### src/rtl/fork_sched_pkg.sv
// Shared definitions for the core-pool fork scheduler: opcode map, fork-context layout, FSM states.
// The context word is the {start, ptr, pc} bundle each ALU consumes at core start.
package fork_sched_pkg;

    localparam logic [3:0] OP_PLUS    = 4'h0;
    localparam logic [3:0] OP_MINUS   = 4'h1;
    localparam logic [3:0] OP_RIGHT   = 4'h2;
    localparam logic [3:0] OP_LEFT    = 4'h3;
    localparam logic [3:0] OP_LOOP    = 4'h4;
    localparam logic [3:0] OP_ENDLOOP = 4'h5;
    localparam logic [3:0] OP_PRINT   = 4'h6;
    localparam logic [3:0] OP_FORK    = 4'h7;
    localparam logic [3:0] OP_SYNC    = 4'h8;

    localparam int CXT_W       = 33;
    localparam int CXT_START   = 32;
    localparam int CXT_PTR     = 16;
    localparam int CXT_PC      = 0;
    localparam int CXT_FIELD_W = 16;

    typedef enum logic {
        IDLE  = 1'b0,
        GRANT = 1'b1
    } state_t;

    function automatic logic [CXT_W-1:0] pack_cxt(input logic [CXT_FIELD_W-1:0] ptr,
                                                  input logic [CXT_FIELD_W-1:0] pc);
        logic [CXT_W-1:0] v;
        v                          = '0;
        v[CXT_START]               = 1'b1;
        v[CXT_PTR +: CXT_FIELD_W]  = ptr;
        v[CXT_PC  +: CXT_FIELD_W]  = pc;
        return v;
    endfunction

endpackage

### src/rtl/fork_sched_if.sv
// Fork request / grant bundle between the core array (master) and the scheduler (slave).
// FORK_STATS_EN adds the fork_count / stall_cycles statistics outputs.
interface fork_sched_if
    import fork_sched_pkg::*;
#(
    parameter int NCORES = 4,
    parameter int PC_W   = 16,
    parameter int PTR_W  = 16
);
    logic [NCORES-1:0]       fork_req;
    logic [NCORES*PC_W-1:0]  fork_pc;
    logic [NCORES*PTR_W-1:0] fork_ptr;
    logic [NCORES-1:0]       core_halt;
    logic [NCORES-1:0]       fork_ack;
    logic [NCORES*CXT_W-1:0] fork_cxt;
    logic [NCORES-1:0]       core_busy;
    logic                    all_halted;
`ifdef FORK_STATS_EN
    logic [15:0]             fork_count;
    logic [15:0]             stall_cycles;
`endif

    modport master (
        output fork_req, fork_pc, fork_ptr, core_halt,
        input  fork_ack, fork_cxt, core_busy, all_halted
`ifdef FORK_STATS_EN
        , input fork_count, stall_cycles
`endif
    );

    modport slave (
        input  fork_req, fork_pc, fork_ptr, core_halt,
        output fork_ack, fork_cxt, core_busy, all_halted
`ifdef FORK_STATS_EN
        , output fork_count, stall_cycles
`endif
    );

endinterface

### src/rtl/fork_sched_rr_arbiter.sv
// Combinational round-robin arbiter: first request at or after i_ptr, wrapping modulo N.
// Shared with the tape-memory port arbiter, so it carries no scheduler-specific logic.
module fork_sched_rr_arbiter #(
    parameter int N  = 4,
    parameter int IW = (N > 1) ? $clog2(N) : 1
) (
    input  logic [N-1:0]  i_req,
    input  logic [IW-1:0] i_ptr,
    output logic [N-1:0]  o_gnt,
    output logic [IW-1:0] o_idx,
    output logic          o_vld
);

    always_comb begin
        int            jj;
        logic [IW-1:0] j;
        o_gnt = '0;
        o_idx = '0;
        o_vld = 1'b0;
        jj    = 0;
        j     = '0;
        for (int k = 0; k < N; k++) begin
            jj = int'(i_ptr) + k;
            if (jj >= N) jj = jj - N;
            j = IW'(jj);
            if (!o_vld && i_req[j]) begin
                o_vld    = 1'b1;
                o_gnt[j] = 1'b1;
                o_idx    = j;
            end
        end
    end

endmodule

### src/rtl/fork_sched.sv
// Core-pool fork scheduler: round-robin pick of a forking core, start of the lowest free core.
// Optional FORK_STATS_EN adds saturating fork_count and stall_cycles counters.
module fork_sched
    import fork_sched_pkg::*;
#(
    parameter int NCORES = 4,
    parameter int PC_W   = 16,
    parameter int PTR_W  = 16
) (
    input logic         clk,
    input logic         rst,
    fork_sched_if.slave bus
);
    localparam int IDX_W = (NCORES > 1) ? $clog2(NCORES) : 1;

    state_t                  r_state;
    logic [NCORES-1:0]       r_busy;
    logic [NCORES-1:0]       r_ack;
    logic [NCORES-1:0]       r_tgt_oh;
    logic [NCORES*CXT_W-1:0] r_cxt;
    logic [IDX_W-1:0]        r_rr;
    logic [IDX_W-1:0]        r_winner;

    logic [NCORES-1:0]       w_eligible;
    logic [NCORES-1:0]       w_arb_gnt;
    logic [NCORES-1:0]       w_free_oh;
    logic [IDX_W-1:0]        w_winner;
    logic                    w_arb_vld;
    logic                    w_free_vld;
    logic                    w_go;
    logic [PC_W-1:0]         w_pc;
    logic [PTR_W-1:0]        w_ptr;
    logic [NCORES*CXT_W-1:0] w_cxt;

    // A core halting this cycle loses its request: halt wins over fork.
    assign w_eligible = bus.fork_req & r_busy & ~bus.core_halt;

    fork_sched_rr_arbiter #(.N(NCORES), .IW(IDX_W)) u_rr_arbiter (
        .i_req (w_eligible),
        .i_ptr (r_rr),
        .o_gnt (w_arb_gnt),
        .o_idx (w_winner),
        .o_vld (w_arb_vld)
    );

    always_comb begin
        w_free_oh  = '0;
        w_free_vld = 1'b0;
        for (int i = 0; i < NCORES; i++) begin
            if (!r_busy[i] && !w_free_vld) begin
                w_free_oh[i] = 1'b1;
                w_free_vld   = 1'b1;
            end
        end
    end

    always_comb begin
        w_pc  = '0;
        w_ptr = '0;
        for (int i = 0; i < NCORES; i++) begin
            if (w_arb_gnt[i]) begin
                w_pc  = bus.fork_pc[i*PC_W +: PC_W];
                w_ptr = bus.fork_ptr[i*PTR_W +: PTR_W];
            end
        end
    end

    always_comb begin
        w_cxt = '0;
        for (int i = 0; i < NCORES; i++) begin
            if (w_free_oh[i]) w_cxt[i*CXT_W +: CXT_W] = pack_cxt(16'(w_ptr), 16'(w_pc));
        end
    end

    assign w_go = (r_state == IDLE) && w_arb_vld && w_free_vld;

    always_ff @(posedge clk or posedge rst) begin
        if (rst) begin
            r_state  <= IDLE;
            r_busy   <= NCORES'(1);
            r_ack    <= '0;
            r_tgt_oh <= '0;
            r_cxt    <= '0;
            r_rr     <= '0;
            r_winner <= '0;
        end else begin
            r_ack <= '0;
            r_cxt <= '0;
            case (r_state)
                IDLE: begin
                    r_busy <= r_busy & ~bus.core_halt;
                    if (w_go) begin
                        r_state  <= GRANT;
                        r_ack    <= w_arb_gnt;
                        r_cxt    <= w_cxt;
                        r_winner <= w_winner;
                        r_tgt_oh <= w_free_oh;
                    end
                end
                GRANT: begin
                    // Target busy-set overrides any halt aimed at the same core.
                    r_busy  <= (r_busy & ~bus.core_halt) | r_tgt_oh;
                    r_rr    <= (r_winner == IDX_W'(NCORES - 1)) ? '0 : r_winner + 1'b1;
                    r_state <= IDLE;
                end
                default: r_state <= IDLE;
            endcase
        end
    end

    assign bus.fork_ack   = r_ack;
    assign bus.fork_cxt   = r_cxt;
    assign bus.core_busy  = r_busy;
    assign bus.all_halted = ~|r_busy;

`ifdef FORK_STATS_EN
    logic [15:0] r_fork_count;
    logic [15:0] r_stall_cycles;

    function automatic logic [15:0] sat_inc(input logic [15:0] v);
        return (v == 16'hFFFF) ? v : v + 16'd1;
    endfunction

    always_ff @(posedge clk or posedge rst) begin
        if (rst) begin
            r_fork_count   <= '0;
            r_stall_cycles <= '0;
        end else begin
            if (r_state == GRANT) r_fork_count <= sat_inc(r_fork_count);
            if (r_state == IDLE && w_arb_vld && !w_free_vld) r_stall_cycles <= sat_inc(r_stall_cycles);
        end
    end

    assign bus.fork_count   = r_fork_count;
    assign bus.stall_cycles = r_stall_cycles;
`endif

endmodule
### src/flat_wrapper.sv
// flat-port wrapper written by rule: the top's interface ports become plain ports
module fork_sched_flat import fork_sched_pkg::*;
#(
    parameter int NCORES = 4,
    parameter int PC_W   = 16,
    parameter int PTR_W  = 16
)
  (clk, rst, bus_fork_req, bus_fork_pc, bus_fork_ptr, bus_core_halt, bus_fork_ack, bus_fork_cxt, bus_core_busy, bus_all_halted);
  fork_sched_if #(.NCORES(NCORES), .PC_W(PC_W), .PTR_W(PTR_W)) bus_i ();
  input logic clk;
  input logic rst;
  input wire logic [$bits(bus_i.fork_req)-1:0] bus_fork_req;
  input wire logic [$bits(bus_i.fork_pc)-1:0] bus_fork_pc;
  input wire logic [$bits(bus_i.fork_ptr)-1:0] bus_fork_ptr;
  input wire logic [$bits(bus_i.core_halt)-1:0] bus_core_halt;
  output wire logic [$bits(bus_i.fork_ack)-1:0] bus_fork_ack;
  output wire logic [$bits(bus_i.fork_cxt)-1:0] bus_fork_cxt;
  output wire logic [$bits(bus_i.core_busy)-1:0] bus_core_busy;
  output wire logic [$bits(bus_i.all_halted)-1:0] bus_all_halted;
  assign bus_i.fork_req = bus_fork_req;
  assign bus_i.fork_pc = bus_fork_pc;
  assign bus_i.fork_ptr = bus_fork_ptr;
  assign bus_i.core_halt = bus_core_halt;
  assign bus_fork_ack = bus_i.fork_ack;
  assign bus_fork_cxt = bus_i.fork_cxt;
  assign bus_core_busy = bus_i.core_busy;
  assign bus_all_halted = bus_i.all_halted;
  fork_sched #(.NCORES(NCORES), .PC_W(PC_W), .PTR_W(PTR_W)) u_core (.clk(clk), .rst(rst), .bus(bus_i));
endmodule
### config.mk
export PLATFORM = sky130hd
export DESIGN_NAME = fork_sched_flat
export DESIGN_NICKNAME = d
export VERILOG_FILES = /design/src/rtl/fork_sched_pkg.sv /design/src/rtl/fork_sched_if.sv /design/src/rtl/fork_sched_rr_arbiter.sv /design/src/rtl/fork_sched.sv /design/src/flat_wrapper.sv
export SDC_FILE = /design/constraint.sdc
export NUM_CORES = 1
export LEC_CHECK = 0
export BUFFER_PORTS_ARGS = -buffer_cell sky130_fd_sc_hd__buf_2
export CORE_UTILIZATION = 44
export DETAILED_ROUTE_END_ITERATION = 7
export HOLD_SLACK_MARGIN = 0.08
export PLACE_DENSITY = 0.86
export SKIP_LAST_GASP = 1
export SLEW_MARGIN = 20
export SYNTH_ARGS = -nofsm -noshare
export SYNTH_HDL_FRONTEND = slang
export SYNTH_SLANG_ARGS = --single-unit
### constraint.sdc
create_clock -name clk -period 4.2 [get_ports clk]
set_input_delay 0.21 -clock clk [delete_from_list [all_inputs] [get_ports clk]]
set_output_delay 0.21 -clock clk [all_outputs]
set_load 0.005 [all_outputs]
## Word-level counts from Yosys, hierarchy flattened

Cells that the tools add are included.

| word-level totals | value |
|---|---|
| bits of input ports | 138 |
| flip-flop bits (word level) | 149 |
| word-level logic and storage cells | 119 |

| operators by class | value |
|---|---|
| reduce and logical (&&, ||, !) cells | 23 |
| bitwise gates (word level) | 9 |
| equal/unequal tests | 1 |
| mux-type cells | 59 |
| $add $sub $neg | 8 |
| order comparisons | 12 |

Operators with widths:

| kind | count |
|---|---|
| $mux W132 | 2 |
| $mux W33 | 4 |
| $mux W16 | 8 |
| $mux W4 | 6 |
| $mux W1 | 20 |
| $mux W2 | 9 |
| $or A4 B4 Y4 | 4 |
| $and A4 B4 Y4 | 3 |
| $logic_and A1 B1 Y1 | 12 |
| $lt A2 B3 Y1 const B | 4 |
| $ge A3 B3 Y1 const B | 3 |
| $logic_not A1 Y1 | 9 |
| $bmux W1 S2 | 4 |
| $demux W1 S2 | 4 |
| $ge A2 B1 Y1 const B | 4 |
| $pmux W4 S2 | 1 |
| $sub A2 B1 Y2 const B | 4 |
| $add A2 B2 Y3 const B | 2 |
| $not A4 Y4 | 1 |
| $reduce_or A4 Y1 | 1 |
| $add A2 B1 Y3 const B | 1 |
| $ge A2 B3 Y1 const B | 1 |
| $add A2 B1 Y2 const B | 1 |
| $eq A2 B2 Y1 const B | 1 |
| other kinds (3) | 3 |

## Depth between registers and ports, before layout

Gate-level depths: netlist of the first run.

| logic depth | value |
|---|---|
| depth after elaboration | 21 |
| mapped depth | 13 |
| mapped depth without buffers | 9 |

## Hierarchy

A second synthesis of the first run with hierarchy kept.

| unflattened totals | value |
|---|---|
| cell total of the unflattened synthesis | 473 |
| area total of the unflattened synthesis | 6492.5 um^2 |

Modules (own cells, without submodules):

| module | area each (um^2) | seq. area each (um^2) | cells each | times used |
|---|---|---|---|---|
| fork_sched | 6073.3 | 3729.8 | 428 | 1 |
| fork_sched_rr_arbiter | 419.2 | 0.0 | 45 | 1 |

## Worst setup path before layout of the first run

No wires, ideal clock.

| timing path | value |
|---|---|
| path kind | register to register |
| start point | reg u_core.r_rr[0] |
| end point | reg u_core.r_cxt[120] (netlist: u_core.bus.fork_cxt[120]) |
| data arrival time | 2875 ps |
| library setup time | 101 ps |
| slack | 1224 ps |
| cell stages (with the launch flop) | 13 |
| cells stage by stage | dfrtp_1 inv_2 buf_2 ha_1 clkbuf_1 or3_1 o31ai_1 a21oi_1 a21o_1 or3_1 clkbuf_1 clkbuf_1 nor4_1 |

| on the way | value |
|---|---|
| cells in the longest elaborated chain, start to end | 21 |
| elaborated cells between the ends (all ways) | 69 |
| classes of those cells | 7 x add/sub; 12 x order compare; 35 x mux; 3 x bitwise; 12 x reduce/logical |

Ends and longest elaborated chain:

| what | line | text |
|---|---|---|
| start: declaration | fork_sched.sv:21 | `logic [IDX_W-1:0] r_rr;` |
| start signal: assignment | fork_sched.sv:103 | `r_rr <= (r_winner == IDX_W'(NCORES - 1)) ? '0 : r_winner + 1'b1;` |
| parallel branches: the longest is 19 deep, another holds $add A2 B1 Y3 | n/a |  |
| $mux W132 (*) | fork_sched.sv:92 | `if (w_go) begin` |
| $mux W132 (*) | fork_sched.sv:89 | `case (r_state)` |
| end signal: assignment | fork_sched.sv:95 | `r_cxt <= w_cxt;` |
| end: declaration | fork_sched.sv:20 | `logic [NCORES*CXT_W-1:0] r_cxt;` |

Mark *: on every way between the ends. The select of a mux whose other input is x is not followed.
A chain may end at the register's enable or synchronous reset.

## Worst setup path in the final report of the first run

| timing path | value |
|---|---|
| start point | in bus_core_halt[3] |
| end point | reg u_core.r_cxt[62] (netlist: u_core.bus.fork_cxt[62]) |

| on the way | value |
|---|---|
| cells in the longest elaborated chain, start to end | 21 |
| elaborated cells between the ends (all ways) | 36 |
| classes of those cells | 23 x mux; 5 x bitwise; 8 x reduce/logical |

Ends and longest elaborated chain:

| what | line | text |
|---|---|---|
| start: declaration | flat_wrapper.sv:15 | `input wire logic [$bits(bus_i.core_halt)-1:0] bus_core_halt;` |
| $not A4 Y4 (*) | fork_sched.sv:36 | `assign w_eligible = bus.fork_req & r_busy & ~bus.core_halt;` |
| $and A4 B4 Y4 (*) | fork_sched.sv:36 |  |
| $bmux W1 S2 | fork_sched_rr_arbiter.sv:26 | `if (!o_vld && i_req[j]) begin` |
| $mux W1 (implied by the code) | fork_sched_rr_arbiter.sv:26 |  |
| $mux W1 | fork_sched_rr_arbiter.sv:26 |  |
| $logic_not A1 Y1 | fork_sched_rr_arbiter.sv:26 |  |
| $logic_and A1 B1 Y1 | fork_sched_rr_arbiter.sv:26 |  |
| $mux W1 | fork_sched_rr_arbiter.sv:26 |  |
| (+2 left out) | n/a |  |
| $mux W1 | fork_sched_rr_arbiter.sv:26 |  |
| $logic_not A1 Y1 | fork_sched_rr_arbiter.sv:26 |  |
| $logic_and A1 B1 Y1 | fork_sched_rr_arbiter.sv:26 |  |
| $mux W4 | fork_sched_rr_arbiter.sv:26 |  |
| $mux W16 (4 in a row) | fork_sched.sv:61 | `if (w_arb_gnt[i]) begin` |
| $mux W33 | fork_sched.sv:71 | `if (w_free_oh[i]) w_cxt[i*CXT_W +: CXT_W] = pack_cxt(16'(w_ptr), 16'(w_pc));` |
| $mux W132 (*) | fork_sched.sv:92 |  |
| $mux W132 (*) | fork_sched.sv:89 |  |

Mark *: on every way between the ends. The rest lies on a longest branch, timed or not. The select of a mux whose other input is x is not followed.

==> impl_summary.md, run 1 <==
Setup path
The worst register-to-register path ends at u_core.bus.fork_cxt[62]$_DFF_PP0_. The register-to-register path setup slack is roughly 630 ps. STA classifies the critical path startpoint as a primary input.

The depth of the most critical reg-to-reg path is 9. The setup path with the least slack is of type primary input to flip-flop. STA puts the critical path data arrival time at between 3000 and 4000 ps. The worst setup path is captured at a flip-flop.

The worst register-to-register path begins at u_core.bus.core_busy[0]$_DFF_PP1_. STA puts the critical path data required time at roughly 4500 ps. Along the worst path, the maximum fanout reaches 13.

Yosys
The number of distinct library cells after synthesis is 59. The number of synthesized register bits is between 100 and 150. The synthesized area is 0.00688 mm^2. The count of yosys warnings during synthesis is 0. Counting every net in the synthesized netlist gives approximately 740. A synthesized cell averages 11.6 um^2. The number of flops mapped to enable cells by yosys is 0. In the synthesized netlist, the number of instances is ~590. The most used flip-flop cell after synthesis is sky130_fd_sc_hd__dfrtp_1. Counting flops with an async set or reset pin after synthesis yields a share of 100%. For this run, the register share of the synthesized area comes to 54.2%.

Global routing
The via count of the first global-routing pass is between 5000 and 6000. Summed over all layers, the global routing overflow is 0. The overall global routing resource usage is a little over a quarter. The first global-routing pass estimated between 30000 and 40000 um of wire. The initial antenna violation count is 2. The maximum number of pins on one net before global-route repair is ~100.

Route
For this block, the initial DRC count from the detailed router was about 380. After detailed routing, the average wire length per cell comes to 19.7 um. The count of nets left with antenna violations once routing finished came out at 0. The first detailed-routing pass took 5 iterations. Detailed routing inserted a total of roughly 6100 vias. After detailed routing, the number of remaining DRC violations is 0. In the routed layout, each cell is associated on average with a via count of roughly 5.7. Summed over all layers, the routed wires come to around 21000 um.

Floorplan
The die is ~130 um wide. For this design the top-level I/O count stands at approximately 280. The core region is around 0.015 mm^2.

After floorplanning, the core was divided into 45 placement rows. The die area is ~0.016 mm^2. The initial utilization of the core area, before any placement, comes to between 40% and 50%.

The die height is approximately 130 um.

STA
Derived from the worst setup path, the maximum achievable clock frequency is ~0.28 GHz. For the pin with the worst max-slew slack, the measured transition is about 940 ps. The total count of hold-check failures in the final report came to 0.

Setup violations remaining at the end of the flow were counted as 0. The worst clock skew is between 9 and 10 ps. In the final timing run, aggregate negative setup slack is 0 ps. The final clock period utilization by the worst path is between 80% and 90%. The final number of max-transition violations is 0. Setup repair after global routing left no endpoint under its margin. The minimum clock period after layout is 3610 ps. Measured against its own limit, the worst slew margin works out to 36.9%.

Flow run
Across the run, the number of max-cap violations was 0.

Clocking
The tree built by TritonCTS fans out to 149 sinks. TritonCTS built the clock tree. The number of buffers between clock root and the deepest sink is 2.

The number of clock buffers added by TritonCTS is 17. The latest clock arrival within the worst-skew pair is ~420 ps. The post-CTS setup-driven buffer insertion count is 0. The CTS H-tree depth is 4. Clock-pin slew was measured on the worst setup and hold paths at roughly 60 ps. The master cell of the clock root buffer is sky130_fd_sc_hd__clkbuf_16.

Status
The run finished with clean final reports.

Hold path
The class of the worst hold path is primary input to flip-flop. The worst hold path was traced through 3 stages. For hold timing, the worst endpoint is u_core.bus.fork_cxt[123]$_DFF_PP0_.

The startpoint identified for the worst hold timing path is bus_fork_ptr[56].

Final layout
In the final layout, flip-flops and latches occupy 0.00373 mm^2. In the layout the commonest cells are 278 x sky130_fd_sc_hd__buf_2, 148 x sky130_fd_sc_hd__dfrtp_1, 93 x sky130_fd_sc_hd__nor4_1, 92 x sky130_fd_sc_hd__nor2_1, 22 x sky130_fd_sc_hd__nand2_1. The share of cells above drive strength 1 is approximately 45%. At the end of the flow, the number of nets in the layout was between 1000 and 1500. The library cell used most frequently in the layout, excluding fill and tap cells, is sky130_fd_sc_hd__buf_2. The multi-input combinational cells in the finished layout cover a total of around 0.0028 mm^2.

Cells fill ~60% of the core in the end. Fill cells in the final layout number 1243. The signed area change from the synthesized netlist to the final layout is 32.1%.

Power
The design draws about 3.4 mW. Across the VDD grid, the largest voltage drop is a little under 0.3 mV. The leakage power figure is roughly 4.6 nW. Power spread over the standard cell area amounts to around 370 mW/mm^2.

Place
The post-detailed-placement half-perimeter wirelength is 14700 um. The final weighted congestion in routability-driven placement is around 0.90. Buffers placed on the I/O ports in this run total ~280.
state kept, by name, indices dropped and copies added (netlist names):
signal	flops
u_core.r_state	1
u_core.bus.core_busy	4
u_core.bus.fork_ack	4
u_core.bus.fork_cxt	132
u_core.r_rr	2
u_core.r_winner	2
u_core.r_tgt_oh	4
per-stage QoR:
stage / worst slack [ps] / hold WS [ps] / cells / area, um^2
final: 590 / 96.9 / 1066 / 9090
after global placement: 757 / 402 / 1030 / 8430
after floorplan: 1220 / 273 / 592 / 6880
after global routing: 412 / 85.5 / 1066 / 9090
after CTS: 618 / 83.5 / 1064 / 9060
after detailed placement: 678 / 412 / 1030 / 8430
worst max path at each step:
stage,start,end,depth (start not counted)
2_1_floorplan,u_core.r_rr[0]$_DFFE_PP0P_,u_core.bus.fork_cxt[120]$_DFF_PP0_,12
3_3_place_gp,u_core.bus.core_busy[0]$_DFF_PP1_,u_core.bus.fork_cxt[63]$_DFF_PP0_,9
3_5_place_dp,u_core.bus.core_busy[0]$_DFF_PP1_,u_core.bus.fork_cxt[62]$_DFF_PP0_,9
4_1_cts,bus_core_halt[3],u_core.bus.fork_cxt[62]$_DFF_PP0_,11
5_1_grt,bus_core_halt[2],u_core.bus.fork_cxt[56]$_DFF_PP0_,11
6_report,bus_core_halt[3],u_core.bus.fork_cxt[62]$_DFF_PP0_,11
power by group:
group	leakage (nW)	switching, mW	internal (mW)
clock	0.282	0.584	0.934
combinational	2.28	0.218	0.165
sequential	2.07	0.0112	1.46
critical path: stages:
cell	delay, ps
sky130_fd_sc_hd__dlygate4sd3_1	540
sky130_fd_sc_hd__buf_2	140
sky130_fd_sc_hd__nand3b_1	260
sky130_fd_sc_hd__mux4_1	670
sky130_fd_sc_hd__nand3_1	130
sky130_fd_sc_hd__a21oi_1	80
sky130_fd_sc_hd__nor2_1	730
sky130_fd_sc_hd__nand2_4	370
sky130_fd_sc_hd__buf_12	300
sky130_fd_sc_hd__a211oi_4	290
sky130_fd_sc_hd__nor4_1	100
area by class of cell:
type / count / area share (%)
flip-flops and latches: 149 / 41.0
diodes: 1 / 0.0275
inverters: 14 / 0.620
repair buffers: 302 / 18.3
clock buffers: 23 / 5.37
multi-input cells: 383 / 31.1
well taps: 188 / 2.59
clock inverters: 6 / 1.03
cell usage after synthesis, drive strengths merged, types with 2 or more instances:
cell type / count / share of area [%]
a22oi: 10 / 1.7
a21oi: 9 / 0.71
dfrtp: 148 / 54
and3: 24 / 3.6
ha: 8 / 1.5
buf: 24 / 2.7
nor4: 93 / 8.5
mux4: 7 / 2.3
nand2: 24 / 1.5
clkbuf: 22 / 1.3
o211ai: 2 / 0.29
inv: 14 / 0.76
nor2: 92 / 5.0
and3b: 4 / 0.51
o21ai: 32 / 2.5
o21a: 9 / 0.98
or3: 3 / 0.27
nand2b: 2 / 0.18
a211oi: 23 / 6.3
nand3b: 4 / 0.44
nand3: 5 / 0.36
a311oi: 9 / 1.1
mux2i: 2 / 0.29
routing by layer:
layer  vias to the layer above  part of all wire [%]  track usage [%]
li1                       2722                     -                -
met1                      3012                    40             32.1
met2                       303                    51             46.2
met3                        42                   6.3             5.95
met4                         0                   2.5             10.7
met5                         -                     0                0
cells by family after synthesis:
logic type | count (synthesis) | share of synthesized area [%]
simple gates | 261 | 21.7
flops | 149 | 54.2
mux | 10 | 2.80
buf+inv | 60 | 4.82
compound gates | 104 | 15.0
fa+ha+maj | 8 | 1.46
repair_timing:
| item | 4_1_cts | 5_1_grt |
|---|---|---|
| endpoints found under the setup margin | 0 | 0 |
| endpoints found under the hold margin | 49 | 0 |
| hold buffers | 5 | 0 |
| gates resized for setup | 0 | 0 |
(Power assumes the default switching activity.)
==> run 2, diff against run 1 <==
Settings changed: CORE_UTILIZATION 44 to 43, CTS_BUF_LIST set to sky130_fd_sc_hd__clkbuf_16, PLACE_DENSITY 0.86 to 0.85, SYNTH_HIERARCHICAL set to 1.
==> run 2 against run 1 <==
Against the previous run:
- the flow now finishes with violations (DRC)
- sequential share of layout area grew 1.8 points
- register-to-register slack lost 80 ps
- global-route usage shrank 2.5 points
- synthesized area shrank 5.6%
- total power shrank 2.6%
- die area shrank 3.4%
- via count shrank 15%
- clock skew shrank 3.1 ps
- hold slack lost 59 ps
- flip-flop and latch count is the same
- utilization shrank 0.33 points
- final cell count shrank 11%
- critical path type is now flip-flop to flip-flop
- critical endpoint is now u_core/bus.fork_cxt[66]$_DFF_PP0_
==> impl_summary.md, run 2 <==
Status
The run finished, with violations left. The final reports fail on DRC.

Place
In this run, placement finished with an instance count of between 900 and 1000. Input and output buffers added on the ports amount to 278. The instance area at placement is between 0.008 and 0.009 mm^2. The setup slack at placement is about 600 ps.

Detailed placement finished with a half-perimeter wire length of 12500 um. The final weighted congestion in routability-driven placement is ~0.90.

Setup path
The largest fanout of any net on the critical path is 17. The sort of element at the end of the critical path is a flip-flop. The slowest stage of the critical path is the sky130_fd_sc_hd__a221oi_1 cell.

Grouping stages by cell kind, the critical path spends the most delay in simple AND/OR/NAND/NOR gates. The critical path data arrival time is around 4000 ps. The worst setup path is launched from a flip-flop.

For this run, the slowest stage of the critical path takes 620 ps. The required time reported for the critical path endpoint is roughly 4500 ps. Counting both buffers and inverters, the worst setup path holds a total of 1. The worst setup path is of the flip-flop to flip-flop kind. Traced cell by cell, the critical path runs through inv_1, nor3b_1, mux4_2, and2b_2, a22oi_1, o21ai_0, or2_4, a221oi_1, nor3_1.

Route
After the first detailed-routing iteration, the DRC count stood at between 300 and 400. In the routed design, unresolved DRC markers number 46. The detailed router placed a little over 5000 vias in this run. The number of optimization iterations in the first detailed-route pass is 7. The number of antenna-violating nets in the routed design is 0. Dividing the detail-routed wire length by the instance count gives approximately 19 um. After detailed routing, the number of vias per cell comes to between 5 and 6.

The routed wire length is ~18000 um.

Yosys
The synthesized instance count is 473. The share of flip-flops with an asynchronous set or reset after synthesis is 100%. Yosys instantiated no cell more often than sky130_fd_sc_hd__dfrtp_1. The number of flops mapped to enable cells by yosys is 0. When the netlist entered floorplanning its net count stood at between 600 and 700.

The synthesized area is between 0.006 and 0.007 mm^2. Yosys attributes the largest share of cell area to sky130_fd_sc_hd__dfrtp_1 57%, sky130_fd_sc_hd__nor3_2 8.3%, sky130_fd_sc_hd__a221oi_4 8.1%. After synthesis, the netlist uses between 40 and 50 different library cells.

Each instance of the synthesized netlist takes up on average 13.7 um^2. Among all flip-flop cells after synthesis, the most frequent one is sky130_fd_sc_hd__dfrtp_1. The biggest area contributor in the post-synthesis netlist is sky130_fd_sc_hd__dfrtp_1. The number of synthesized register bits is about 150. The share of the yosys chip area belonging to registers is a little under three fifths. The share of Yosys cell area claimed by the top area cell type is between 50% and 60%. The count of yosys warnings during synthesis is 6. Ranked by instance count, the synthesized netlist is headed by 148 x sky130_fd_sc_hd__dfrtp_1, 71 x sky130_fd_sc_hd__nor3_1, 54 x sky130_fd_sc_hd__nor3_2.

Power
Dividing total power by cell area gives a power density of between 300 and 400 mW/mm^2. VDD sags by at most 0.240 mV. The leakage power figure is 4.30 nW. The design draws 3.28 mW.

Final layout
The top cell types in the final layout, fill and taps aside, are 278 x sky130_fd_sc_hd__buf_2, 148 x sky130_fd_sc_hd__dfrtp_1, 71 x sky130_fd_sc_hd__nor3_1, 54 x sky130_fd_sc_hd__nor3_2, 31 x sky130_fd_sc_hd__o22ai_1. The commonest non-fill, non-tap cell in the layout is sky130_fd_sc_hd__buf_2. The finished layout cell area is 0.00871 mm^2.

The register with the most flip-flops in the layout has 132 of them. The final design utilization is between 50% and 60%. The finished layout holds roughly 950 standard cells, fillers aside. The antenna diode instance count is 0. The share of cells above drive strength 1 is approximately 56%. The net count of the finished layout is just under 900. The signed area change from the synthesized netlist to the final layout is 34.1%.

Global routing
The global routing met3 resource utilization is 6.40%. The first global-routing pass estimated approximately 29000 um of wire. met2 is the most crowded layer. The met2 capacity usage during global routing is between 40% and 50%. Entering global routing, the biggest net connects 150 pins.

The initial antenna violation count is 0. For met1 alone, demand over resource in global routing was between 20 and 30%. For this run, the total global-route usage over all layers was measured as between 20% and 30%. The via count of the first global-routing pass came to ~5200. The final global-route overflow total is 0.

STA
In this run the tightest slew margin relative to its limit is 48.8%. The timing-limited maximum frequency is between 0.2 and 0.3 GHz. The final clock period utilization by the worst path is 86.9%. The worst clock skew is between 6 and 7 ps. The minimum hold slack is ~38 ps.

The measured slew at the worst slew-check pin is between 700 and 800 ps. The routed design could run at a clock period as short as approximately 3700 ps. In the post-route analysis, the smallest setup slack over all paths is between 500 and 600 ps.

Setup violations remaining at the end of the flow were counted as 0. The total count of hold-check failures in the final report was 0. The aggregate negative setup slack is 0 ps. Setup repair after global routing left no endpoint under its margin. The final number of max-transition violations came to 0.

Clocking
The clock-pin slew on the worst setup and hold paths is 60 ps. The clock tree synthesis step divided the H-tree into 4 levels. The post-CTS setup-driven buffer insertion count is 0. TritonCTS built the clock tree. The latest clock arrival within the worst-skew pair is around 400 ps. The number of clock buffers added by TritonCTS is 17. The number of gates resized after CTS is 0.

The number of buffers between clock root and the deepest sink is 2. The master cell of the clock root buffer is sky130_fd_sc_hd__clkbuf_16. The number of sinks on the clock net is ~150.

For this design, the CTS-stage hold fixing added 4 buffers.

Flow run
Max-cap violations in this run came to 0.

Floorplan
The starting utilization of the core area is 44.3%. The die height is roughly 120 um. During I/O placement, the number of pins put on the boundary was ~280. The number of core rows is 44. The die extent in x is 125 um. The die covers approximately 0.016 mm^2. The core region is approximately 0.015 mm^2.

Hold path
In this run the worst hold path is classified as primary input to asynchronous set/reset pin.
run 2: cell types whose count changed after synthesis, moves of 20 or more:
| cell | previous run | this run |
|---|---|---|
| sky130_fd_sc_hd__a221oi_4 | 0 | 20 |
| sky130_fd_sc_hd__nor2_1 | 92 | 7 |
| sky130_fd_sc_hd__nor3_2 | 1 | 54 |
| sky130_fd_sc_hd__nor4_1 | 93 | 2 |
| sky130_fd_sc_hd__nor3_1 | 0 | 71 |
| sky130_fd_sc_hd__o22ai_1 | 0 | 31 |
run 2: layer usage:
| layer | vias up | part of all wire (%) |
|---|---|---|
| li1 | 2311 | - |
| met1 | 2545 | 40 |
| met2 | 258 | 51 |
| met3 | 29 | 7.6 |
| met4 | 0 | 1.5 |
| met5 | - | 0 |
run 2: worst paths after layout:
kind / start / to / slack [ps] / depth (start not counted)
setup / recovery: u_core/bus.core_busy[3]$_DFF_PP0_ / u_core/bus.fork_cxt[66]$_DFF_PP0_ / 550 / 9
max in group asynchronous: rst / u_core/r_tgt_oh[3]$_DFFE_PP0P_ / 3600 / 3
min in group clk: bus_fork_pc[6] / u_core/bus.fork_cxt[105]$_DFF_PP0_ / 110 / 3
setup reg to reg: u_core/bus.core_busy[3]$_DFF_PP0_ / u_core/bus.fork_cxt[66]$_DFF_PP0_ / 550 / 9
hold / removal: rst / u_core/bus.fork_cxt[50]$_DFF_PP0_ / 40 / 3
hold reg to reg: u_core/r_tgt_oh[2]$_DFFE_PP0P_ / u_core/bus.core_busy[2]$_DFF_PP0_ / 510 / 2
run 2: final cells by class:
cell class / count / area [um^2]
timing repair buffer: 294 / 1600
fill: 1162 / 5940
sequential: 149 / 3730
inverter: 18 / 71.3
tap: 184 / 230
clock inverter: 14 / 175
multi-input combinational: 269 / 2480
clock buffer: 17 / 425
run 2: worst reg2reg max path: cells and delay by family (launching register included):
family	cells	cell delay (ps)
flip-flops	1	410
AO/OA/AOI/OAI	3	1000
multiplexers	1	530
buffers and inverters	1	70
AND/OR/NAND/NOR	4	1490
run 2: cell families after synthesis:
group	after synthesis	synth area share [%]
simple gates	161	17.5
flops	149	57.4
compound gates	91	16.5
buf+inv	55	4.78
mux	11	2.70
fa+ha+maj	6	1.16
run 2: where the power goes:
group	internal (mW)	switching, mW
Clock	0.940	0.599
Combinational	0.113	0.135
Sequential	1.47	0.0286
